==> src/rtl/goc_tx_engine.sv <==
// Optical GOC transmitter: byte FIFO feeding a three-phase pulse-width modulator.
// Optional 10101010 preamble is built in when GOC_TX_PREAMBLE_EN is defined.
module goc_tx_engine #(
    parameter int FIFO_DEPTH = 16,
    parameter int SPEED_W    = 22,
    parameter int LAST_W     = 8
) (
    input  logic                          clk,
    input  logic                          resetn,
    input  logic [SPEED_W-1:0]            goc_speed,
    input  logic                          goc_polarity,
    input  logic [LAST_W-1:0]             tx_data,
    input  logic                          tx_push,
    input  logic                          tx_last,
    output logic                          tx_full,
    output logic [$clog2(FIFO_DEPTH):0]   tx_level,
    input  logic                          start,
    output logic                          busy,
    output logic                          done,
    output logic                          nak,
    output logic                          goc_pad
);

    localparam int AW    = $clog2(FIFO_DEPTH);
    localparam int LVL_W = AW + 1;
    localparam int BW    = $clog2(LAST_W);

    typedef enum logic [2:0] {
        S_IDLE,
`ifdef GOC_TX_PREAMBLE_EN
        S_PRE,
`endif
        S_LOAD,
        S_SYM,
        S_FIN
    } state_t;

    state_t state_reg, state_next;

    logic [LAST_W:0]     mem [FIFO_DEPTH];
    logic [AW-1:0]       wr_ptr_reg, rd_ptr_reg;
    logic [LVL_W-1:0]    level_reg;
    logic                fifo_empty, push_ok, push_drop, pop;

    logic [SPEED_W-1:0]  spd_reg, phase_cnt_reg;
    logic [1:0]          phase_reg;
    logic [BW-1:0]       bit_idx_reg;
    logic [LAST_W-1:0]   sh_reg;
    logic                last_reg, undf_reg, ovf_reg, mod_reg;
    logic                bit_end, start_acc, gen_bit, gen_active;
`ifdef GOC_TX_PREAMBLE_EN
    logic [2:0]          pre_cnt_reg;
`endif

    assign fifo_empty = (level_reg == '0);
    assign tx_full    = (level_reg == LVL_W'(FIFO_DEPTH));
    assign tx_level   = level_reg;
    assign push_ok    = tx_push && !tx_full;
    assign push_drop  = tx_push && tx_full;
    assign start_acc  = (state_reg == S_IDLE) && start;
    assign bit_end    = (phase_reg == 2'd2) && (phase_cnt_reg == spd_reg);
    assign goc_pad    = mod_reg ^ goc_polarity;

    always_ff @(posedge clk) begin
        if (push_ok)
            mem[wr_ptr_reg] <= {tx_last, tx_data};
    end

    always_ff @(posedge clk or negedge resetn) begin
        if (!resetn) begin
            wr_ptr_reg <= '0;
            rd_ptr_reg <= '0;
            level_reg  <= '0;
        end else begin
            if (push_ok)
                wr_ptr_reg <= wr_ptr_reg + 1'b1;
            if (pop)
                rd_ptr_reg <= rd_ptr_reg + 1'b1;
            case ({push_ok, pop})
                2'b10:   level_reg <= level_reg + 1'b1;
                2'b01:   level_reg <= level_reg - 1'b1;
                default: level_reg <= level_reg;
            endcase
        end
    end

    always_ff @(posedge clk or negedge resetn) begin
        if (!resetn)
            state_reg <= S_IDLE;
        else
            state_reg <= state_next;
    end

    always_comb begin
        state_next = state_reg;
        case (state_reg)
            S_IDLE: begin
                if (start)
`ifdef GOC_TX_PREAMBLE_EN
                    state_next = S_PRE;
`else
                    state_next = S_LOAD;
`endif
            end
`ifdef GOC_TX_PREAMBLE_EN
            S_PRE:  if (bit_end && pre_cnt_reg == 3'd7) state_next = S_LOAD;
`endif
            S_LOAD: state_next = fifo_empty ? S_FIN : S_SYM;
            S_SYM: begin
                if (bit_end && bit_idx_reg == BW'(LAST_W - 1))
                    state_next = last_reg ? S_FIN : S_LOAD;
            end
            S_FIN:  state_next = S_IDLE;
            default: state_next = S_IDLE;
        endcase
    end

    // LOAD emits the first clock of the next byte's leading high phase, so
    // consecutive bytes are seamless on the pad.
    always_comb begin
        busy    = (state_reg != S_IDLE);
        done    = (state_reg == S_FIN);
        nak     = done && (undf_reg || ovf_reg);
        pop     = (state_reg == S_LOAD) && !fifo_empty;
        gen_bit = 1'b0;
        case (state_reg)
`ifdef GOC_TX_PREAMBLE_EN
            S_PRE:  gen_bit = (phase_reg == 2'd0) || (phase_reg == 2'd1 && !pre_cnt_reg[0]);
`endif
            S_LOAD: gen_bit = !fifo_empty;
            S_SYM:  gen_bit = (phase_reg == 2'd0) || (phase_reg == 2'd1 && sh_reg[LAST_W-1]);
            default: gen_bit = 1'b0;
        endcase
        gen_active = pop || (state_reg == S_SYM);
`ifdef GOC_TX_PREAMBLE_EN
        gen_active = gen_active || (state_reg == S_PRE);
`endif
    end

    always_ff @(posedge clk or negedge resetn) begin
        if (!resetn) begin
            spd_reg       <= '0;
            phase_cnt_reg <= '0;
            phase_reg     <= 2'd0;
            bit_idx_reg   <= '0;
            sh_reg        <= '0;
            last_reg      <= 1'b0;
            undf_reg      <= 1'b0;
            ovf_reg       <= 1'b0;
            mod_reg       <= 1'b0;
`ifdef GOC_TX_PREAMBLE_EN
            pre_cnt_reg   <= 3'd0;
`endif
        end else begin
            mod_reg <= gen_bit;

            if (start_acc)
                ovf_reg <= push_drop;
            else if (push_drop)
                ovf_reg <= 1'b1;

            if (start_acc) begin
                spd_reg  <= goc_speed;
                undf_reg <= 1'b0;
            end else if (state_reg == S_LOAD && fifo_empty) begin
                undf_reg <= 1'b1;
            end

            if (state_reg == S_IDLE) begin
                phase_cnt_reg <= '0;
                phase_reg     <= 2'd0;
`ifdef GOC_TX_PREAMBLE_EN
                pre_cnt_reg   <= 3'd0;
`endif
            end else if (gen_active) begin
                if (phase_cnt_reg == spd_reg) begin
                    phase_cnt_reg <= '0;
                    phase_reg     <= (phase_reg == 2'd2) ? 2'd0 : phase_reg + 2'd1;
                end else begin
                    phase_cnt_reg <= phase_cnt_reg + 1'b1;
                end
            end

`ifdef GOC_TX_PREAMBLE_EN
            if (state_reg == S_PRE && bit_end)
                pre_cnt_reg <= pre_cnt_reg + 3'd1;
`endif

            if (pop) begin
                sh_reg      <= mem[rd_ptr_reg][LAST_W-1:0];
                last_reg    <= mem[rd_ptr_reg][LAST_W];
                bit_idx_reg <= '0;
            end else if (state_reg == S_SYM && bit_end) begin
                sh_reg      <= {sh_reg[LAST_W-2:0], 1'b0};
                bit_idx_reg <= bit_idx_reg + 1'b1;
            end
        end
    end

endmodule

==> config.mk <==
export PLATFORM = sky130hd
export DESIGN_NAME = goc_tx_engine
export DESIGN_NICKNAME = d
export VERILOG_FILES = /design/src/rtl/goc_tx_engine.sv
export SDC_FILE = /design/constraint.sdc
export NUM_CORES = 1
export LEC_CHECK = 0
export ABC_AREA = 1
export CORE_ASPECT_RATIO = 1.5
export CORE_MARGIN = 8
export CORE_UTILIZATION = 58
export DETAILED_ROUTE_END_ITERATION = 7
export GPL_TIMING_DRIVEN = 0
export PLACE_DENSITY_LB_ADDON = 0.15
export SLEW_MARGIN = 25
export SYNTH_ARGS = -nofsm -noshare
export SYNTH_HDL_FRONTEND = slang
export SYNTH_SLANG_ARGS = --single-unit
==> constraint.sdc <==
create_clock -name clk -period 3.5 [get_ports clk]
set_clock_uncertainty 0.15 [all_clocks]
set_input_delay 0.7 -clock clk [delete_from_list [all_inputs] [get_ports clk]]
set_output_delay 0.7 -clock clk [all_outputs]
set_load 0.01 [all_outputs]
==> results of run 1 <==
## cells by family after synthesis
group,after synthesis,share of synthesized area (%)
DFF,220,63.08
adders and majority gates,16,2.028
buffers and inverters,113,4.691
AOI/OAI and AO/OA,159,8.545
and+or+nand+nor,451,18.99
xor gates and xnor gates,30,2.662
## Yosys cell counts (5+ instances only)
library cell and instances:
xor2_1 23, clkbuf_1 20, o22ai_1 7, nand4_1 10
o21ai_1 5, edfxtp_1 144, dfrtp_1 76, buf_2 13
xnor2_1 7, nand2_1 220, nor2_1 143, nand3_1 54
o21ai_0 115, nor3_1 9, ha_1 16, a21oi_1 18
o211ai_1 7, inv_1 68
## path summary, 6_finish.rpt
| check | from | endpoint | cells after the start |
|---|---|---|---|
| worst max-delay path | state_reg[1] | tx_level[4] | 16 |
| worst min-delay path | resetn | ovf_reg | 1 |
| worst max register to register | state_reg[1] | tx_level[4] | 16 |
| worst min register to register | phase_reg[1] | phase_reg[1] | 2 |
| max in group asynchronous | resetn | spd_reg[12] | 2 |
| min in group clk | phase_reg[1] | phase_reg[1] | 2 |
## power breakdown
group | total (µW) | internal, µW | switching [µW]
clock network | 2230 | 1250 | 979
logic | 3330 | 1060 | 2270
registers | 3530 | 3250 | 273
## through the flow
stage / power [µW] / worst slack [ns] / TNS, ns / util [%]
floorplan: 5705 / 0.9005 / 0 / -
global placement: 6758 / -1.202 / -90.88 / 63.40
detailed placement: 6861 / 0.3539 / 0 / 63.66
CTS: 9090 / 0.5203 / 0 / 67.65
global route: 9665 / 0.2528 / 0 / 67.75
finish: 9090 / 0.5192 / 0 / 67.75
## routing by layer
metal / share of wire (%) / GRT usage (%) / up-vias
met4: 4.2 / 11.68 / 0
met2: 54 / 41.58 / 254
met5: 0 / 0 / -
met1: 36 / 25.21 / 3387
met3: 5.9 / 3.150 / 56
li1: - / - / 3460
## layout by cell type (no fill, tap or decap), drive strengths merged
master / netlist / layout
a21boi: 1 / 1
a21oi: 18 / 18
a22o: 1 / 1
a31oi: 1 / 1
buf: 19 / 21
bufinv: 0 / 2
clkbuf: 20 / 42
clkdlybuf4s50: 0 / 44
clkinv: 2 / 8
clkinvlp: 0 / 5
dfrtp: 76 / 76
edfxtp: 144 / 144
ha: 16 / 16
inv: 72 / 73
nand2: 226 / 226
nand3: 55 / 55
nand4: 10 / 10
nor2: 146 / 146
nor3: 11 / 11
nor4: 1 / 1
o211ai: 7 / 7
o21a: 1 / 1
o21ai: 120 / 120
o221ai: 3 / 3
o22ai: 7 / 7
or2: 2 / 2
xnor2: 7 / 7
xor2: 23 / 23
## layout make-up
cell class              count  area, µm²
repair buffers             46      475.5
well taps                 210      262.8
inverters                  74      277.8
clock inverters            14      136.4
clock buffers              22      529.3
fillers                  1324       5383
multi-input cells         656       3216
plain buffers              39      185.2
flip-flops and latches    220       6226
==> results.sh, run 1 <==
export IMPL_status="finished, final reports clean"
export IMPL_cp_data_required_time_ns=3.73
export IMPL_slew_violations=0
export IMPL_dp_cells=1245
export IMPL_finalHoldViolations=0
export IMPL_wl_um=23980
export IMPL_synth_area_mm2=0.009869
export IMPL_synthArstFlopShare_pct=34.55
export IMPL_post_cts_resized=0
export IMPL_insertion_delay_ns=0.50
export IMPL_yosys_area_top_type="edfxtp_1"
export IMPL_io_pins=46
export IMPL_die_area_mm2=0.02153
export IMPL_crit_slowest_cell="dfrtp_1"
export IMPL_initial_core_util_pct=59.13
export IMPL_drtAntennaViolNets=0
export IMPL_die_h_um=175.8
export IMPL_grt_pass1_vias=7182
export IMPL_path_clk_slew_ns=0.06
export IMPL_worst_pin_slew_ns=1.068
export IMPL_syn_inst=989
export IMPL_track_usage_pct=22.90
export IMPL_fin_nets=1110
export IMPL_cp_max_fo=11
export IMPL_seq_area_frac_synth_pct=63.08
export IMPL_yosysTopAreaCellShare_pct=43.81
export IMPL_critPathTopFamily="buffers and inverters"
export IMPL_grt_pass1_wl_um=37770
export IMPL_die_w_um=122.5
export IMPL_cp_arrival_ns=3.21
export IMPL_drc=0
export IMPL_leakage_uw=0.004565
export IMPL_synth_cell_type_count=37
export IMPL_clock_sinks=220
export IMPL_ys_ff_latch=220
export IMPL_worstSetupPathType="flip-flop to flip-flop"
export IMPL_root_buffer="clkbuf_16"
export IMPL_drt_pass1_iterations=6
export IMPL_slew_limit_headroom_pct=28.52
export IMPL_htreeDepth=1
export IMPL_reg2reg_slack_ns=0.52
export IMPL_ir_worst_vdd_mv=0.5483
export IMPL_viasPerCell=5.587
export IMPL_insertedDiodeCount=0
export IMPL_worstSetupStartpointType="flip-flop"
export IMPL_detail_route_wl_per_cell_um=18.72
export IMPL_end_kind="flip-flop"
export IMPL_final_area_mm2=0.01131
export IMPL_power_density_mw_per_mm2=803.8
export IMPL_cts_tree="built"
export IMPL_yosys_top_cells_area="edfxtp_1, dfrtp_1, nand2_1, o21ai_0, nor2_1"
export IMPL_synth_edf_count=144
export IMPL_period_share_pct=85.17
export IMPL_syn_avg_cell_area_um2=9.979
export IMPL_io_buffers=45
export IMPL_drt_iter0_markers=619
export IMPL_min_path_type="input pin to asynchronous set/reset pin"
export IMPL_drive_gt1_share_pct=7.750
export IMPL_fmax_mhz=335.5
export IMPL_rows=58
export IMPL_gp_congestion=0.8992
export IMPL_dp_hpwl_um=16380
export IMPL_antenna_found_initial=0
export IMPL_layout_min_cycle_time_ns=2.981
export IMPL_setup_viol=0
export IMPL_grt_max_degree=43
export IMPL_num_vias=7157
export IMPL_instances_no_fill=1281
export IMPL_cp_cell_sequence="inv_1 -> ha_1 -> nand2_2 -> inv_1 -> buf_2 -> ha_1 -> xor2_1 -> ha_1 -> inv_1 -> nand2_1 -> nand2_1 -> nand2_1 -> a21oi_1 -> xor2_1 -> nand2_1 -> o21ai_0"
export IMPL_core_area_mm2=0.01669
export IMPL_fin_worst_hold_slack_ns=0.002687
export IMPL_largest_reg_flops=144
export IMPL_cts_buffers=21
export IMPL_synthFlopType="edfxtp_1"
export IMPL_maxCapViolations=0
export IMPL_cts_hold_buf=0
export IMPL_path_buf_inv=4
export IMPL_critPathMaxStageDelay_ns=0.43
export IMPL_synth_warning_count=0
export IMPL_cp_common_cell="nand2_1"
export IMPL_grt_overflow=0
export IMPL_cts_setup_buffers=0
export IMPL_synth_nets=1041
export IMPL_clockBufferDepth=3
export IMPL_syn_to_final_growth_pct=14.58
export IMPL_post_dp_cell_area_mm2=0.01063
export IMPL_rsz0062_at_grt="no"
Power figures use the tool's default switching activity.
==> inputs of run 2 (changes only) <==
--- a/config.mk
+++ b/config.mk
@@ -8,11 +8,11 @@
 export ABC_AREA = 1
 export CORE_ASPECT_RATIO = 1.5
 export CORE_MARGIN = 8
-export CORE_UTILIZATION = 58
+export CORE_UTILIZATION = 40
 export DETAILED_ROUTE_END_ITERATION = 7
 export GPL_TIMING_DRIVEN = 0
 export PLACE_DENSITY_LB_ADDON = 0.15
-export SLEW_MARGIN = 25
+export SLEW_MARGIN = 0
 export SYNTH_ARGS = -nofsm -noshare
 export SYNTH_HDL_FRONTEND = slang
 export SYNTH_SLANG_ARGS = --single-unit
==> run 2 against run 1 <==
  * Die area increased by 40%
  * Non-clock buffer count grew 1
  * Design area is 1.1% higher
  * Global-route usage down 5.7 points
  * Wire length up 5.7%
  * Count of clock-buffer cells in the layout up 4
  * Sequential share of layout area is 0.60 points lower
  * Largest cell class unchanged
  * Highest routed layer unchanged
==> results.sh, run 2 (synthesis gave the netlist of run 1 again) <==
export IMPL_status="finished, final reports clean"
export IMPL_period_share_pct=85.87
export IMPL_finalHoldViolations=0
export IMPL_dp_hpwl_um=17500
export IMPL_rr_worst_depth=16
export IMPL_slew_limit_headroom_pct=10.67
export IMPL_swShare_pct=38.58
export IMPL_die_w_um=144.3
export IMPL_ir_worst_vdd_mv=0.3684
export IMPL_maxCapViolations=0
export IMPL_insertion_delay_ns=0.50
export IMPL_drt_iter0_markers=430
export IMPL_final_cell_mix="nand2_1, edfxtp_1, nor2_1"
export IMPL_endpoint="tx_level[4]"
export IMPL_r2r_start="tx_level[0]"
export IMPL_clockBufferDepth=3
export IMPL_initial_core_util_pct=40.53
export IMPL_power_uw=9083
export IMPL_reg2reg_slack_ns=0.49
export IMPL_track_usage_pct=17.18
export IMPL_worstSetupStartpointType="flip-flop"
export IMPL_crit_slowest_cell="dfrtp_1"
export IMPL_gp_congestion=0.8654
export IMPL_htreeDepth=1
export IMPL_worst_pin_slew_ns=1.335
export IMPL_rows=70
export IMPL_cp_max_fo=11
export IMPL_grt_max_degree=64
export IMPL_end_kind="flip-flop"
export IMPL_min_path_type="flip-flop to flip-flop"
export IMPL_path_clk_slew_ns=0.06
export IMPL_p_seq_share_pct=38.8
export IMPL_slew_violations=0
export IMPL_dp_cells=1359
export IMPL_drive_gt1_share_pct=6.326
export IMPL_utilization_pct=46.96
export IMPL_cts_buffers=23
export IMPL_worstSetupPathType="flip-flop to flip-flop"
export IMPL_pwr_share_comb_pct=36.5
export IMPL_leakage_uw=0.004595
export IMPL_rsz0062_at_grt="no"
export IMPL_num_vias=6988
export IMPL_fin_nets=1113
export IMPL_detail_route_wl_per_cell_um=18.13
export IMPL_p_clk_share_pct=24.7
export IMPL_instances_no_fill=1399
export IMPL_final_fill_count=2379
export IMPL_r2r_end="tx_level[4]"
export IMPL_clock_sinks=220
export IMPL_cp_common_cell="nand2_1"
export IMPL_final_area_mm2=0.01143
export IMPL_die_area_mm2=0.03006
export IMPL_grt_pass1_vias=7026
export IMPL_p_int_uw=5578
export IMPL_root_buffer="clkbuf_16"
export IMPL_drtAntennaViolNets=0
export IMPL_cp_data_required_time_ns=3.77
export IMPL_wl_um=25360
export IMPL_syn_to_final_growth_pct=15.85
export IMPL_grt_overflow=0
export IMPL_power_density_mw_per_mm2=794.4
export IMPL_largest_reg_flops=144
export IMPL_io_buffers=45
export IMPL_insertedDiodeCount=0
export IMPL_die_h_um=208.4
export IMPL_fmax_mhz=332.7
export IMPL_viasPerCell=4.995
export IMPL_cp_cell_sequence="nor2_1 -> nand4_1 -> nand2_2 -> inv_1 -> buf_2 -> ha_1 -> xor2_1 -> ha_1 -> inv_1 -> nand2_1 -> nand2_1 -> nand2_1 -> a21oi_1 -> xor2_1 -> nand2_1 -> o21ai_0"
export IMPL_core_area_mm2=0.02435
export IMPL_critPathMaxStageDelay_ns=0.45
export IMPL_drt_pass1_iterations=5
export IMPL_cp_arrival_ns=3.27
export IMPL_setup_viol=0
export IMPL_p_sw_uw=3504
export IMPL_crit_path_start="tx_level[0]"
export IMPL_antenna_found_initial=0
export IMPL_io_pins=46
export IMPL_layout_commonest_cell="nand2_1"
export IMPL_grt_pass1_wl_um=39530
export IMPL_drc=0
export IMPL_layout_min_cycle_time_ns=3.005
export IMPL_cts_tree="built"
export IMPL_post_dp_cell_area_mm2=0.01075
export IMPL_fin_tns_setup_ns=0
[run 2: how the worst min path moves through the flow]
stage	startpoint	end	slack [ns]	cells after the start
floorplan	resetn	bit_idx_reg[0]	0.25	0
detailed placement	spd_reg[6]	spd_reg[6]	0.34	2
finish	spd_reg[6]	spd_reg[6]	0.34	2
global route	spd_reg[10]	spd_reg[10]	0.38	2
global placement	phase_reg[1]	phase_reg[1]	0.32	2
CTS	spd_reg[6]	spd_reg[6]	0.35	2
[run 2: per-layer routing]
| metal | up-vias | track usage [%] | part of all wire [%] |
|---|---|---|---|
| li1 | 3464 | - | - |
| met4 | 0 | 7.889 | 4.4 |
| met1 | 3308 | 18.46 | 37 |
| met3 | 52 | 2.452 | 4.5 |
| met2 | 164 | 32.06 | 54 |
| met5 | - | 0 | 0 |
[run 2: final cells by class]
class                   instances  area [µm²]  area share [%]
well taps                     324       405.4           3.546
clock inverters                13       86.33          0.7551
plain buffers                  39       185.2           1.620
repair buffers                 47       485.5           4.246
clock buffers                  26       586.8           5.132
multi-input cells             656        3181           27.82
flip-flops and latches        220        6226           54.45
inverters                      74       277.8           2.429
[run 2: power groups by stage]
stage	Clock [µW]	Combinational, µW	Sequential, µW
4_1_cts	2300	3360	3530
5_1_grt	2390	3760	3580
6_report	2240	3310	3530
3_5_place_dp	0	3350	3570
2_1_floorplan	0	2200	3510
3_3_place_gp	0	3300	3570
[run 2: repair_timing]
item | in CTS | in global routing
gates resized for setup | 0 | 0
setup endpoints to repair | 0 | 0
endpoints found under the hold margin | 13 | 0
hold buffers | 1 | 0
setup buffers | 0 | 0
[run 2: critical path: cells and delay by family, from the launching register on]
| family | cells | cell delay (ns) |
|---|---|---|
| AOI/OAI and AO/OA | 2 | 0.22 |
| xor gates and xnor gates | 2 | 0.37 |
| adders and majority gates | 2 | 0.48 |
| and+or+nand+nor | 7 | 0.76 |
| buffers and inverters | 3 | 0.50 |
| DFF | 1 | 0.45 |
[run 2: per-stage QoR]
step | worst slack (ns) | hold WS [ns]
2_1_floorplan | 0.9005 | 0.2544
3_3_place_gp | -1.371 | 0.3168
3_5_place_dp | 0.1461 | 0.3389
4_1_cts | 0.4607 | 0.3525
5_1_grt | 0.2391 | 0.3781
6_report | 0.4946 | 0.3450
==> inputs of run 3 (changes only) <==
--- a/config.mk
+++ b/config.mk
@@ -7,7 +7,6 @@
 export LEC_CHECK = 0
 export ABC_AREA = 1
 export CORE_ASPECT_RATIO = 1.5
-export CORE_MARGIN = 8
 export CORE_UTILIZATION = 40
 export DETAILED_ROUTE_END_ITERATION = 7
 export GPL_TIMING_DRIVEN = 0
==> run 3 against run 2 <==
  * Design area rose by 1.3%
  * Highest routed layer unchanged
  * Register-to-register slack got worse by 0.04 ns
  * Global-route usage rose by 3.3 points
  * Sequential share of layout area fell by 0.70 points
  * Via count rose by 1.2%
  * Largest cell class unchanged
  * Count of clock-buffer cells in the layout rose by 4
==> results.sh, run 3 (synthesis gave the netlist of run 1 again) <==
export IMPL_syn_to_final_growth_pct=17.36
export IMPL_io_buffers=45
export IMPL_detail_route_wl_per_cell_um=18.05
export IMPL_pwr_share_comb_pct=34.7
export IMPL_grt_overflow=0
export IMPL_swShare_pct=37.04
export IMPL_core_area_mm2=0.02426
export IMPL_cts_buffers=23
export IMPL_largest_reg_flops=144
export IMPL_layout_commonest_cell="nand2_1"
export IMPL_cts_hold_buf=0
export IMPL_clockBufferDepth=3
export IMPL_htreeDepth=1
export IMPL_rows=70
export IMPL_track_usage_pct=20.51
export IMPL_drt_pass1_iterations=5
export IMPL_ir_worst_vdd_mv=0.4839
export IMPL_end_kind="flip-flop"
export IMPL_dp_hpwl_um=17440
export IMPL_cp_data_required_time_ns=3.77
export IMPL_crit_path_start="tx_level[0]"
export IMPL_drt_iter0_markers=433
export IMPL_clock_sinks=220
export IMPL_grt_max_degree=40
export IMPL_slew_violations=0
export IMPL_worstSetupPathType="flip-flop to flip-flop"
export IMPL_initial_core_util_pct=40.68
export IMPL_grt_pass1_wl_um=38650
export IMPL_worstSetupStartpointType="flip-flop"
export IMPL_rsz0062_at_grt="no"
export IMPL_power_density_mw_per_mm2=825.7
export IMPL_p_seq_share_pct=36.9
export IMPL_fin_worst_hold_slack_ns=0.01022
export IMPL_die_w_um=130.3
export IMPL_antenna_found_initial=0
export IMPL_instances_no_fill=1400
export IMPL_insertion_delay_ns=0.51
export IMPL_status="finished, final reports clean"
export IMPL_leakage_uw=0.004663
export IMPL_drive_gt1_share_pct=6.784
export IMPL_final_cell_mix="nand2_1, edfxtp_1, nor2_1"
export IMPL_min_path_type="input pin to asynchronous set/reset pin"
export IMPL_rr_worst_depth=16
export IMPL_drtAntennaViolNets=0
export IMPL_num_vias=7069
export IMPL_setup_viol=0
export IMPL_cp_arrival_ns=3.31
export IMPL_die_h_um=194.4
export IMPL_r2r_start="tx_level[0]"
export IMPL_root_buffer="clkbuf_16"
export IMPL_fin_nets=1112
export IMPL_viasPerCell=5.049
export IMPL_finalHoldViolations=0
export IMPL_worst_pin_slew_ns=1.322
export IMPL_gp_congestion=0.8783
export IMPL_io_pins=46
export IMPL_wl_um=25270
export IMPL_layout_min_cycle_time_ns=3.048
export IMPL_grt_pass1_vias=6994
export IMPL_seqCellArea_mm2=0.006226
export IMPL_drc=0
export IMPL_post_cts_resized=0
export IMPL_p_int_uw=6021
export IMPL_insertedDiodeCount=0
export IMPL_final_fill_count=2298
export IMPL_maxCapViolations=0
export IMPL_period_share_pct=87.08
export IMPL_dp_cells=1359
export IMPL_p_clk_share_pct=28.3
export IMPL_cts_tree="built"
export IMPL_cp_max_fo=11
export IMPL_p_sw_uw=3542
export IMPL_die_area_mm2=0.02532
export IMPL_multi_input_comb_area_mm2=0.003181
export IMPL_path_clk_slew_ns=0.06
export IMPL_fmax_mhz=328.1
export IMPL_slew_limit_headroom_pct=11.53
export IMPL_cts_setup_buffers=0
==> run 3: cell count changes in the layout (fill, tap and decap cells not counted), sizes merged <==
cell         change
bufinv           +5
clkbuf           +4
dlygate4sd3      -1
clkinv           -7
==> run 3: area by class of cell <==
class	instances	area share, %
Clock inverter	11	1.793
Inverter	74	2.398
Buffer	39	1.599
Timing Repair Buffer	46	4.040
Multi-Input combinational cell	656	27.46
Tap cell	324	3.500
Clock buffer	30	5.455
Sequential cell	220	53.75
==> run 3: power groups by stage <==
stage	clock network [µW]	logic (µW)	registers [µW]
2_1_floorplan	0	2200	3510
3_3_place_gp	0	3290	3570
3_5_place_dp	0	3340	3580
4_1_cts	2770	3350	3540
5_1_grt	2860	3720	3580
6_report	2710	3320	3530
==> run 3: final timing paths <==
check / slack (ns) / to
worst max-delay path: 0.45 / tx_level[4]
worst min-delay path: 0.01 / wr_ptr_reg[1]
worst max register to register: 0.45 / tx_level[4]
worst min register to register: 0.35 / spd_reg[13]
max in group asynchronous: 2.58 / spd_reg[10]
min in group clk: 0.35 / spd_reg[13]
==> run 3: per-layer routing <==
metal	vias up	share of wire [%]	track usage (%)
met4	0	2.8	7.149
met1	3384	38	22.20
met5	-	0	0
met3	44	3.8	2.312
met2	178	56	39.81
li1	3463	-	-
==> run 3: critical path, cell delays in order, from the launching register on <==
cell,delay (ns)
dfrtp_1,0.45
nor2_1,0.18
nand4_1,0.16
nand2_2,0.21
inv_1,0.18
buf_2,0.26
ha_1,0.30
xor2_1,0.20
ha_1,0.19
inv_1,0.06
nand2_1,0.05
nand2_1,0.08
nand2_1,0.05
a21oi_1,0.15
xor2_1,0.16
nand2_1,0.05
o21ai_0,0.08
==> run 3: per-stage QoR <==
| stage | area (µm²) | setup WS [ns] | power (µW) | util [%] | TNS [ns] |
|---|---|---|---|---|---|
| after floorplan | 9869 | 0.9005 | 5705 | - | 0 |
| after global placement | 10730 | -1.327 | 6869 | 44.21 | -100.15 |
| after detailed placement | 10740 | 0.1964 | 6918 | 44.28 | 0 |
| after CTS | 11580 | 0.4457 | 9657 | 47.74 | 0 |
| after global routing | 11580 | 0.1934 | 10170 | 47.74 | 0 |
| final | 11580 | 0.4521 | 9564 | 47.74 | 0 |
